### src/rtl/aes_round_ctrl_if.sv
`default_nettype none
// ============================================================================
//  Module      : aes_round_ctrl_if
//  Description : Handshake and datapath bundle between the AES round
//                controller and its environment (input block, key schedule,
//                shared round datapath, output block).
//  Revision    : 1.0 - initial release
// ============================================================================
interface aes_round_ctrl_if #(
  parameter int NUM_ROUNDS = 10,
  parameter int RW         = $clog2(NUM_ROUNDS + 1)
);
  logic          in_valid;
  logic          in_ready;
  logic [127:0]  in_data;
  logic          rk_req;
  logic [RW-1:0] rk_round;
  logic          rk_valid;
  logic [127:0]  rk_data;
  logic [127:0]  dp_state;
  logic          dp_final;
  logic [127:0]  dp_result;
  logic          out_valid;
  logic          out_ready;
  logic [127:0]  out_data;
  logic          busy;

  // Controller side.
  modport master (
    input  in_valid, in_data, rk_valid, rk_data, dp_result, out_ready,
    output in_ready, rk_req, rk_round, dp_state, dp_final, out_valid,
           out_data, busy
  );

  // Environment side.
  modport slave (
    output in_valid, in_data, rk_valid, rk_data, dp_result, out_ready,
    input  in_ready, rk_req, rk_round, dp_state, dp_final, out_valid,
           out_data, busy
  );
endinterface
`default_nettype wire

### src/rtl/aes_round_ctrl.sv
`default_nettype none
// ============================================================================
//  Module      : aes_round_ctrl
//  Description : Iterative AES-128 encryption controller. Holds the 128-bit
//                state, performs the initial addRoundKey and then sequences
//                the shared round datapath plus an external key schedule for
//                NUM_ROUNDS rounds.
//  Options     : AES_CTRL_BACK2BACK_EN - accept the next block in the same
//                cycle the ciphertext is handed off (no idle bubble).
//  Revision    : 1.0 - initial release
// ============================================================================
module aes_round_ctrl #(
  parameter int NUM_ROUNDS = 10
) (
  input logic              clk,
  input logic              rst,
  aes_round_ctrl_if.master bus
);
  localparam int            RW           = $clog2(NUM_ROUNDS + 1);
  localparam logic [RW-1:0] C_LAST_ROUND = RW'(NUM_ROUNDS);

  typedef enum logic [1:0] {
    ST_IDLE = 2'd0,
    ST_KEY  = 2'd1,
    ST_DONE = 2'd2
  } state_e;

  state_e        state_q, state_d;
  logic [127:0]  data_q,  data_d;
  logic [RW-1:0] round_q, round_d;

  logic w_in_ready;
  logic w_rk_req;
  logic w_out_valid;
  logic w_dp_final;

  // State, data and round registers with synchronous reset.
  always_ff @(posedge clk) begin
    if (rst) begin
      state_q <= ST_IDLE;
      data_q  <= '0;
      round_q <= '0;
    end else begin
      state_q <= state_d;
      data_q  <= data_d;
      round_q <= round_d;
    end
  end

  // Next-state, data update and handshake outputs.
  always_comb begin
    state_d     = state_q;
    data_d      = data_q;
    round_d     = round_q;
    w_in_ready  = 1'b0;
    w_rk_req    = 1'b0;
    w_out_valid = 1'b0;
    w_dp_final  = 1'b0;
    case (state_q)
      ST_IDLE: begin
        w_in_ready = 1'b1;
        if (bus.in_valid) begin
          data_d  = bus.in_data;
          round_d = '0;
          state_d = ST_KEY;
        end
      end
      ST_KEY: begin
        w_rk_req   = 1'b1;
        w_dp_final = (round_q == C_LAST_ROUND);
        // A missing key simply stalls; nothing advances until rk_valid.
        if (bus.rk_valid) begin
          // Round 0 is the bare addRoundKey; later rounds go through the datapath.
          if (round_q == '0) begin
            data_d = data_q ^ bus.rk_data;
          end else begin
            data_d = bus.dp_result ^ bus.rk_data;
          end
          if (round_q == C_LAST_ROUND) begin
            state_d = ST_DONE;
          end else begin
            round_d = round_q + 1'b1;
          end
        end
      end
      ST_DONE: begin
        w_out_valid = 1'b1;
`ifdef AES_CTRL_BACK2BACK_EN
        // Handing off the ciphertext frees the state register this very cycle.
        w_in_ready = bus.out_ready;
        if (bus.out_ready) begin
          if (bus.in_valid) begin
            data_d  = bus.in_data;
            round_d = '0;
            state_d = ST_KEY;
          end else begin
            state_d = ST_IDLE;
          end
        end
`else
        if (bus.out_ready) begin
          state_d = ST_IDLE;
        end
`endif
      end
      default: begin
        state_d = ST_IDLE;
      end
    endcase
  end

  assign bus.in_ready  = w_in_ready;
  assign bus.rk_req    = w_rk_req;
  assign bus.rk_round  = round_q;
  assign bus.dp_state  = data_q;
  assign bus.dp_final  = w_dp_final;
  assign bus.out_valid = w_out_valid;
  assign bus.out_data  = data_q;
  assign bus.busy      = (state_q != ST_IDLE);

endmodule
`default_nettype wire

### src/flat_wrapper.sv
// flat-port wrapper written by rule: the top's interface ports become plain ports
module aes_round_ctrl_flat 
#(
  parameter int NUM_ROUNDS = 10
)
  (clk, rst, bus_in_valid, bus_in_data, bus_rk_valid, bus_rk_data, bus_dp_result, bus_out_ready, bus_in_ready, bus_rk_req, bus_rk_round, bus_dp_state, bus_dp_final, bus_out_valid, bus_out_data, bus_busy);
  aes_round_ctrl_if #(.NUM_ROUNDS(NUM_ROUNDS)) bus_i ();
  input logic clk;
  input logic rst;
  input wire logic [$bits(bus_i.in_valid)-1:0] bus_in_valid;
  input wire logic [$bits(bus_i.in_data)-1:0] bus_in_data;
  input wire logic [$bits(bus_i.rk_valid)-1:0] bus_rk_valid;
  input wire logic [$bits(bus_i.rk_data)-1:0] bus_rk_data;
  input wire logic [$bits(bus_i.dp_result)-1:0] bus_dp_result;
  input wire logic [$bits(bus_i.out_ready)-1:0] bus_out_ready;
  output wire logic [$bits(bus_i.in_ready)-1:0] bus_in_ready;
  output wire logic [$bits(bus_i.rk_req)-1:0] bus_rk_req;
  output wire logic [$bits(bus_i.rk_round)-1:0] bus_rk_round;
  output wire logic [$bits(bus_i.dp_state)-1:0] bus_dp_state;
  output wire logic [$bits(bus_i.dp_final)-1:0] bus_dp_final;
  output wire logic [$bits(bus_i.out_valid)-1:0] bus_out_valid;
  output wire logic [$bits(bus_i.out_data)-1:0] bus_out_data;
  output wire logic [$bits(bus_i.busy)-1:0] bus_busy;
  assign bus_i.in_valid = bus_in_valid;
  assign bus_i.in_data = bus_in_data;
  assign bus_i.rk_valid = bus_rk_valid;
  assign bus_i.rk_data = bus_rk_data;
  assign bus_i.dp_result = bus_dp_result;
  assign bus_i.out_ready = bus_out_ready;
  assign bus_in_ready = bus_i.in_ready;
  assign bus_rk_req = bus_i.rk_req;
  assign bus_rk_round = bus_i.rk_round;
  assign bus_dp_state = bus_i.dp_state;
  assign bus_dp_final = bus_i.dp_final;
  assign bus_out_valid = bus_i.out_valid;
  assign bus_out_data = bus_i.out_data;
  assign bus_busy = bus_i.busy;
  aes_round_ctrl #(.NUM_ROUNDS(NUM_ROUNDS)) u_core (.clk(clk), .rst(rst), .bus(bus_i));
endmodule
### config.mk
export PLATFORM = sky130hd
export DESIGN_NAME = aes_round_ctrl_flat
export DESIGN_NICKNAME = d
export VERILOG_FILES = /design/src/rtl/aes_round_ctrl_if.sv /design/src/rtl/aes_round_ctrl.sv /design/src/flat_wrapper.sv
export SDC_FILE = /design/constraint.sdc
export NUM_CORES = 1
export LEC_CHECK = 0
export CAP_MARGIN = 20
export CORE_AREA = 2 2 252 254
export DETAILED_ROUTE_END_ITERATION = 8
export DIE_AREA = 0 0 254 256
export PLACE_DENSITY = 0.44
export SYNTH_ARGS = -nofsm -noshare
export SYNTH_HDL_FRONTEND = slang
export SYNTH_SLANG_ARGS = --single-unit
### constraint.sdc
create_clock -name clk -period 5.1 [get_ports clk]
set_input_delay 1.02 -clock clk [delete_from_list [all_inputs] [get_ports clk]]
set_output_delay 1.02 -clock clk [all_outputs]
set_load 0.005 [all_outputs]
# Word level (Yosys, flattened, before mapping)
# Index checks and enable logic that the tools add are counted.
[totals]
elab_cells = 38
reg_bits = 134
input_bits = 389
[op_classes]
n_addsub = 1
n_bitwise = 2
n_reduce_logical = 7
n_mux = 17
n_eq_ne = 8
[ops]
columns = ["operator", "n"]
rows = [
  ["128-bit 2-to-1 mux", 3],
  ["128-bit case mux with 2 select lines", 1],
  ["128-bit bitwise XOR", 2],
  ["4-bit 2-to-1 mux", 3],
  ["2-bit 2-to-1 mux", 4],
  ["2-bit inequality test, second input constant", 4],
  ["4-bit case mux with 2 select lines", 1],
  ["4-bit AND reduction", 2],
  ["2-bit case mux with 3 select lines", 1],
  ["4-bit by 1-bit adder with 4-bit output, second input constant", 1],
  ["4-bit == test, second input constant", 1],
  ["4-bit zero test", 1],
  ["1-bit 2-to-1 mux", 4],
  ["2-bit nonzero test", 2],
  ["3-bit AND reduction", 1],
  ["2-bit by 1-bit == test with 1-bit output, second input constant", 1],
  ["2-bit == test, second input constant", 1],
  ["2-bit zero test", 1],
  ["2-bit by 1-bit inequality test with 1-bit output, second input constant", 1],
]

# Longest topological paths before layout
# Gate-level depths: netlist of the first run.
[logic_depth]
ltp_word = 4
ltp_mapped = 8

# Least setup slack after synthesis of the first run
# Ideal clock, no wire load.
[synth_path]
kind = "reg-to-output"
from = "register u_core.state_q[1]"
to = "output port bus_rk_req"
path_stages_with_launch = 5
arrival_time_ps = 1166
setup_slack_ps = 2914
t_required_ps = 4080
cell_sequence = "dfxtp_1 -> buf_2 -> clkbuf_1 -> clkbuf_1 -> nor2_1"
[synth_via]
elab_chain_cells = 2
[synth_rtl]
columns = ["element", "line", "source"]
rows = [
  ["from (decl)", "aes_round_ctrl.sv:28", "state_e state_q, state_d;"],
  ["from (signal assigned)", "aes_round_ctrl.sv:44", "state_q <= state_d;"],
  ["2-bit by 1-bit == test with 1-bit output", "aes_round_ctrl.sv:59", "case (state_q)"],
  ["1-bit 2-to-1 mux", "aes_round_ctrl.sv:59", ""],
  ["to (decl)", "flat_wrapper.sv:17", "output wire logic [$bits(bus_i.rk_req)-1:0] bus_rk_req;"],
]
# No other way between the ends.

# Worst setup path after layout of the first run
[layout_path]
from = "register u_core.state_q[0]"
to = "output port bus_busy"
[layout_via]
elab_chain_cells = 1
[layout_rtl]
columns = ["element", "line", "source"]
rows = [
  ["2-bit nonzero test", "aes_round_ctrl.sv:119", "assign bus.busy = (state_q != ST_IDLE);"],
  ["to (decl)", "flat_wrapper.sv:23", "output wire logic [$bits(bus_i.busy)-1:0] bus_busy;"],
]
# No other way between the ends.

==> results of run 1 <==
metrics by stage:
stage / area [um2] / utilization / worst slack, ns
after floorplan: 10400 / - / 2.91
after global placement: 16700 / 0.268 / 2.07
after detailed placement: 16700 / 0.268 / 2.00
after CTS: 17400 / 0.278 / 1.56
after global routing: 17400 / 0.278 / 1.50
final: 17400 / 0.278 / 1.69
state kept, by name, summed over array words and instances (netlist names):
signal and count:
u_core.bus.dp_state 128, u_core.bus.rk_round 4, u_core.state_q 2
routing by layer:
metal / vias up / GRT usage / routed length, um
met5: - / 0 / 30
met4: 4 / 0.0513 / 1170
met2: 605 / 0.294 / 28200
li1: 6102 / - / -
met1: 6346 / 0.208 / 23700
met3: 56 / 0.0498 / 4820
critical path, stage by stage, from the launching register on:
cell             delay [ns]
dfxtp_4                0.37
buf_4                  0.63
nor2_1                 0.28
inv_1                  0.11
clkdlybuf4s50_1        0.50
layout make-up:
class,count,area (um2)
Tap cell,846,1060
Inverter,7,28.8
Multi-Input combinational cell,1060,6210
Fill cell,6809,45000
Timing Repair Buffer,670,6750
Antenna cell,3,7.51
Clock inverter,10,141
Sequential cell,134,2690
Clock buffer,22,485
path summary, 6_finish.rpt:
path | start | end | slack (ns) | cells after the start
setup / recovery | u_core.state_q[0] | bus_busy | 1.69 | 4
hold / removal | u_core.bus.dp_state[101] | u_core.bus.dp_state[101] | 0.53 | 2
hold reg to reg | u_core.bus.dp_state[101] | u_core.bus.dp_state[101] | 0.53 | 2
setup reg to reg | u_core.bus.rk_round[0] | u_core.bus.dp_state[46] | 2.21 | 7
cell usage in the layout (no fill, tap or decap), types with 2 or more instances in the layout:
cell type and n:
clkdlybuf4s50_1 652, nor2_1 261, nand2_1 257, dfxtp_1 132
o21a_1 129, nand4_1 128, a211o_1 128, a311oi_1 128
clkbuf_16 18, buf_4 11, buf_12 7, inv_1 6
diode_2 3, a21oi_1 3, ha_1 3, bufinv_16 3
clkinvlp_4 3, inv_4 2, nor3_1 2, nand2b_1 2
o32ai_1 2, a2111oi_0 2, clkbuf_1 2, clkbuf_8 2
dfxtp_4 2
power by group:
part           leakage, nW  internal [mW]  switching [mW]
combinational         4.35          0.814           0.606
sequential            1.11           1.15           0.135
clock                0.298          0.826           0.592
logic make-up (layout without fill, tap and decap cells):
logic type	after synthesis	in the layout	synth area share
compound gates	398	398	0.318
fa+ha+maj	3	3	0.00360
buf+inv	265	709	0.149
flops	134	134	0.257
other cells	0	3	0
simple gates	659	659	0.272
==> out/results.ini, run 1 <==
[floorplan]
coreArea_um2=62400
start_util=0.167
die_w_um=254
dieArea_um2=65000
dieHeight_um=256
ios=654
row_count=92

[drt]
drt-initial-drc-count=730
dr.pass1.iters=6
wl_mm=58.0
vias_per_cell=4.76
wire_per_inst_um=21.1
vias=13113
drcViolationCount=0
antenna_left=0

[critical_path]
worstSetupPathType=reg2out
start_kind=flop
required_ns=4.08
critPathCaptureType=output pin
cp_max_fo=63
crit_arrival_ns=2.39

[grt]
grt_max_degree=130
grt_pass1_vias=13101
grt_usage=0.172
gr-total-overflow=0
grt_pass1_wl_mm=85.6
antenna_found_initial=7

[yosys]
synthTopCellsByCount=nor2_1 (261), nand2_1 (258), dfxtp_1 (134)
yosysUniqueCellTypes=31
synth_top_area_cell=dfxtp_1
yosysSeqAreaShare=0.257
synth_edf_count=0
asyncSetResetFlopFracSynth=0
synth_warnings=0
synth_top_area_frac=0.257
ys.flop_type=dfxtp_1
syn_area_um2=10400
syn-mean-instance-area_um2=7.15
synth.most_common_cell=nor2_1
synth.top_cells.by_area=dfxtp_1 (26%), a211o_1 (11%), a311oi_1 (11%)
syn_nets=1851
syn_inst=1459
ys_ff_latch=134

[clock_tree]
cts_tree=done
cts_buffers=17
holdBufCountCts=0
insertion_delay_ns=0.49
cts.htree.levels=4
cts_root_buf=clkbuf_16
clock_sinks=134
cts_setup_buffers=0
post_cts_resized=0
cts.clk_slew.worst_paths_ns=0.07
clockBufferDepth=2

[sta]
slew_headroom=0.275
hold_viol_final=0
clock.fmax_mhz=293
holdWs_ns=0.535
finalSetupViolCount=0
setup-tns-final_ns=0
period_share=0.669
fin_skew_ns=0.0163
rsz0062_at_grt=false
fin_crit_ns=3.41
slew_viol_final=0
worst_slew_pin_slew_ns=1.09

[place]
routabilityCongestion=0.775
dp_cells=2717
port_buffers=653
hpwl_mm=39.5

[pwr]
total_power_mw=4.12
p_per_area_nw_per_um2=237
vdd_drop_max_mv=0.238
p_leak_nw=5.76

[run]
maxCapViolCount=0

[status]
status=finished clean

[finish]
synthToLayoutAreaGrowth_pct=66.6
final_net_count=2282
fin_cells=2752
drive_gt1_frac=0.0294

[worst_hold_path]
worstHoldPathType=reg2reg

No activity file was read; power rests on OpenSTA's default activity.
==> run 2: changes to the inputs <==
--- a/config.mk
+++ b/config.mk
@@ -6,10 +6,10 @@
 export NUM_CORES = 1
 export LEC_CHECK = 0
 export CAP_MARGIN = 20
-export CORE_AREA = 2 2 252 254
+export CORE_AREA = 2 2 254 256
 export DETAILED_ROUTE_END_ITERATION = 8
-export DIE_AREA = 0 0 254 256
-export PLACE_DENSITY = 0.44
+export DIE_AREA = 0 0 256 258
+export PLACE_DENSITY = 0.43
 export SYNTH_ARGS = -nofsm -noshare
 export SYNTH_HDL_FRONTEND = slang
 export SYNTH_SLANG_ARGS = --single-unit
==> constraint.sdc (replaced) <==
create_clock -name clk -period 3.2 [get_ports clk]
set_input_delay 0.64 -clock clk [delete_from_list [all_inputs] [get_ports clk]]
set_output_delay 0.64 -clock clk [all_outputs]
set_load 0.005 [all_outputs]
==> run 2 against run 1 <==
Sequential share of layout area fell by 0.23 points. Utilization decreased by 0.15 points. Clock power is 67% higher. Critical path depth is 1 higher. Combinational power rose by 63%. Via count is 1.3% higher. First-iteration DRC count fell by 14%. Die area is 1.6% higher. Final cell count grew 1.0%. Hold slack improved by 0.0013 ns. Register-to-register slack worse by 1.5 ns. Clock skew is 0.0027 ns lower. Critical path type unchanged. Largest cell class unchanged.
==> out/results.ini, run 2 (same netlist as run 1, synthesis figures left out) <==
[clock_tree]
clockBufferDepth=2
cts.clk_slew.worst_paths_ns=0.06
holdBufCountCts=0
post_cts_resized=0
insertion_delay_ns=0.48
cts_tree=done
cts.htree.levels=4
cts_setup_buffers=0
cts_buffers=17
cts_root_buf=clkbuf_16
clock_sinks=134

[drt]
drcViolationCount=0
wire_per_inst_um=21.2
wl_mm=59.0
vias=13282
vias_per_cell=4.78
dr.pass1.iters=6
drt-initial-drc-count=630
antenna_left=0

[critical_path]
critPathCaptureType=output pin
critPathMaxStageDelay_ns=0.62
rrSetupSlack_ns=0.71
reg2regPathDepth=8
crit_arrival_ns=2.31
required_ns=2.56
cpMaxStageDelayCell=clkdlybuf4s50_1
cpLargestDelayFamily=buffers and inverters
start_kind=flop
r2r_end=u_core.bus.dp_state[27]
crit_buf_inv=2
r2r_start=u_core.bus.rk_round[0]
path_cells=inv_1, ha_1, nand3b_1, nor3_1, clkdlybuf4s50_1
worstSetupPathType=reg2out
cp_max_fo=5

[grt]
grt_max_degree=82
grt_pass1_vias=13272
gr-total-overflow=0
grt_usage=0.172
grt_pass1_wl_mm=86.2
antenna_found_initial=9

[pwr]
internal_power_mw=4.62
combinationalPowerShare=0.342
vdd_drop_max_mv=0.324
power.share.clock=0.352
p_sw_frac=0.315
p_per_area_nw_per_um2=382
p_sw_mw=2.12
p_leak_nw=5.88
total_power_mw=6.74
seqPwrFrac=0.305

[floorplan]
die_w_um=256
row_count=93
dieArea_um2=66000
coreArea_um2=63600
start_util=0.164
ios=654
dieHeight_um=258

[finish]
seqCellArea_um2=2690
synthToLayoutAreaGrowth_pct=69.0
final_net_count=2296
mostFrequentLayoutCell=clkdlybuf4s50_1
layout_common_cells=clkdlybuf4s50_1 (652), nor2_1 (261), nand2_1 (257)
drive_gt1_frac=0.0360
largest_reg_flops=128
n_fill_cell=6863
multi_input_area_um2=6210

[sta]
worst_slew_pin_slew_ns=1.00
hold_viol_final=0
fin_skew_ns=0.0136
slew_headroom=0.333
setup-tns-final_ns=0
fin_crit_ns=2.95
slew_viol_final=0
period_share=0.923
rsz0062_at_grt=false
clock.fmax_mhz=339
finalSetupViolCount=0

[place]
routabilityCongestion=0.821
port_buffers=653
hpwl_mm=41.7

[run]
maxCapViolCount=0

[worst_hold_path]
hold_path.startpoint=u_core.bus.dp_state[48]
hold_end=u_core.bus.dp_state[48]
hold_depth=2
worstHoldPathType=reg2reg

[status]
status=finished clean

-- run 2: changes by cell type in the layout (fill, tap and decap cells not counted), sizes merged --
cell and delta:
buf +14, bufinv +2, clkinvlp -2, diode +5
-- run 2: worst max-delay path by stage --
stage | startpoint | endpoint | slack, ns | cells after the start
after floorplan | u_core.bus.rk_round[0] | u_core.bus.dp_state[100] | 1.39 | 8
final | u_core.bus.rk_round[0] | bus_dp_final | 0.25 | 5
after detailed placement | bus_rk_valid | u_core.bus.dp_state[27] | 0.64 | 7
after CTS | u_core.bus.rk_round[0] | bus_dp_final | 0.15 | 5
after global routing | u_core.bus.rk_round[0] | bus_dp_final | 0.04 | 5
after global placement | bus_rk_valid | u_core.bus.rk_round[1] | 0.71 | 7
-- run 2: worst min-delay path, cell delays in order (launching register included) --
cell and delay (ns):
dfxtp_1 0.33, nor2_1 0.10, a311oi_1 0.05
-- run 2: metrics by stage --
stage	instance area, um2	std cells	hold WS, ns	worst slack (ns)	util
6_report	17600	2780	0.536	0.247	0.277
5_1_grt	17600	2776	0.555	0.0386	0.277
4_1_cts	17600	2772	0.537	0.149	0.277
3_5_place_dp	16900	2740	0.529	0.643	0.266
3_3_place_gp	16900	2740	0.514	0.705	0.266
2_1_floorplan	10400	1459	0.516	1.39	-
-- run 2: final cells by class --
type                    instances  area share
repair buffers                684       0.394
multi-input cells            1060       0.352
flip-flops and latches        134       0.153
well taps                     855      0.0607
clock buffers                  22      0.0270
clock inverters                10      0.0108
inverters                       7     0.00177
diodes                          8     0.00114
-- run 2: routing by layer --
layer / up-vias / GRT usage / share of wire
met5: - / 0 / 0.00076
met4: 6 / 0.0715 / 0.024
met3: 72 / 0.0502 / 0.074
met2: 589 / 0.296 / 0.49
met1: 6477 / 0.201 / 0.41
li1: 6138 / - / -
-- run 2: power groups by stage --
stage,Sequential [mW],Combinational (mW),Clock [mW]
detailed placement,2.10,2.32,0
floorplan,2.02,1.06,0
CTS,2.06,2.33,2.46
global placement,2.09,2.29,0
finish,2.06,2.31,2.37
global route,2.08,2.50,2.51
==> run 3: changes to the inputs <==
--- a/config.mk
+++ b/config.mk
@@ -9,6 +9,7 @@
 export CORE_AREA = 2 2 254 256
 export DETAILED_ROUTE_END_ITERATION = 8
 export DIE_AREA = 0 0 256 258
+export HOLD_SLACK_MARGIN = 0.08
 export PLACE_DENSITY = 0.43
 export SYNTH_ARGS = -nofsm -noshare
 export SYNTH_HDL_FRONTEND = slang
==> results of run 3 <==
No change in the layout: final DEF, timing and power equal those of run 2.
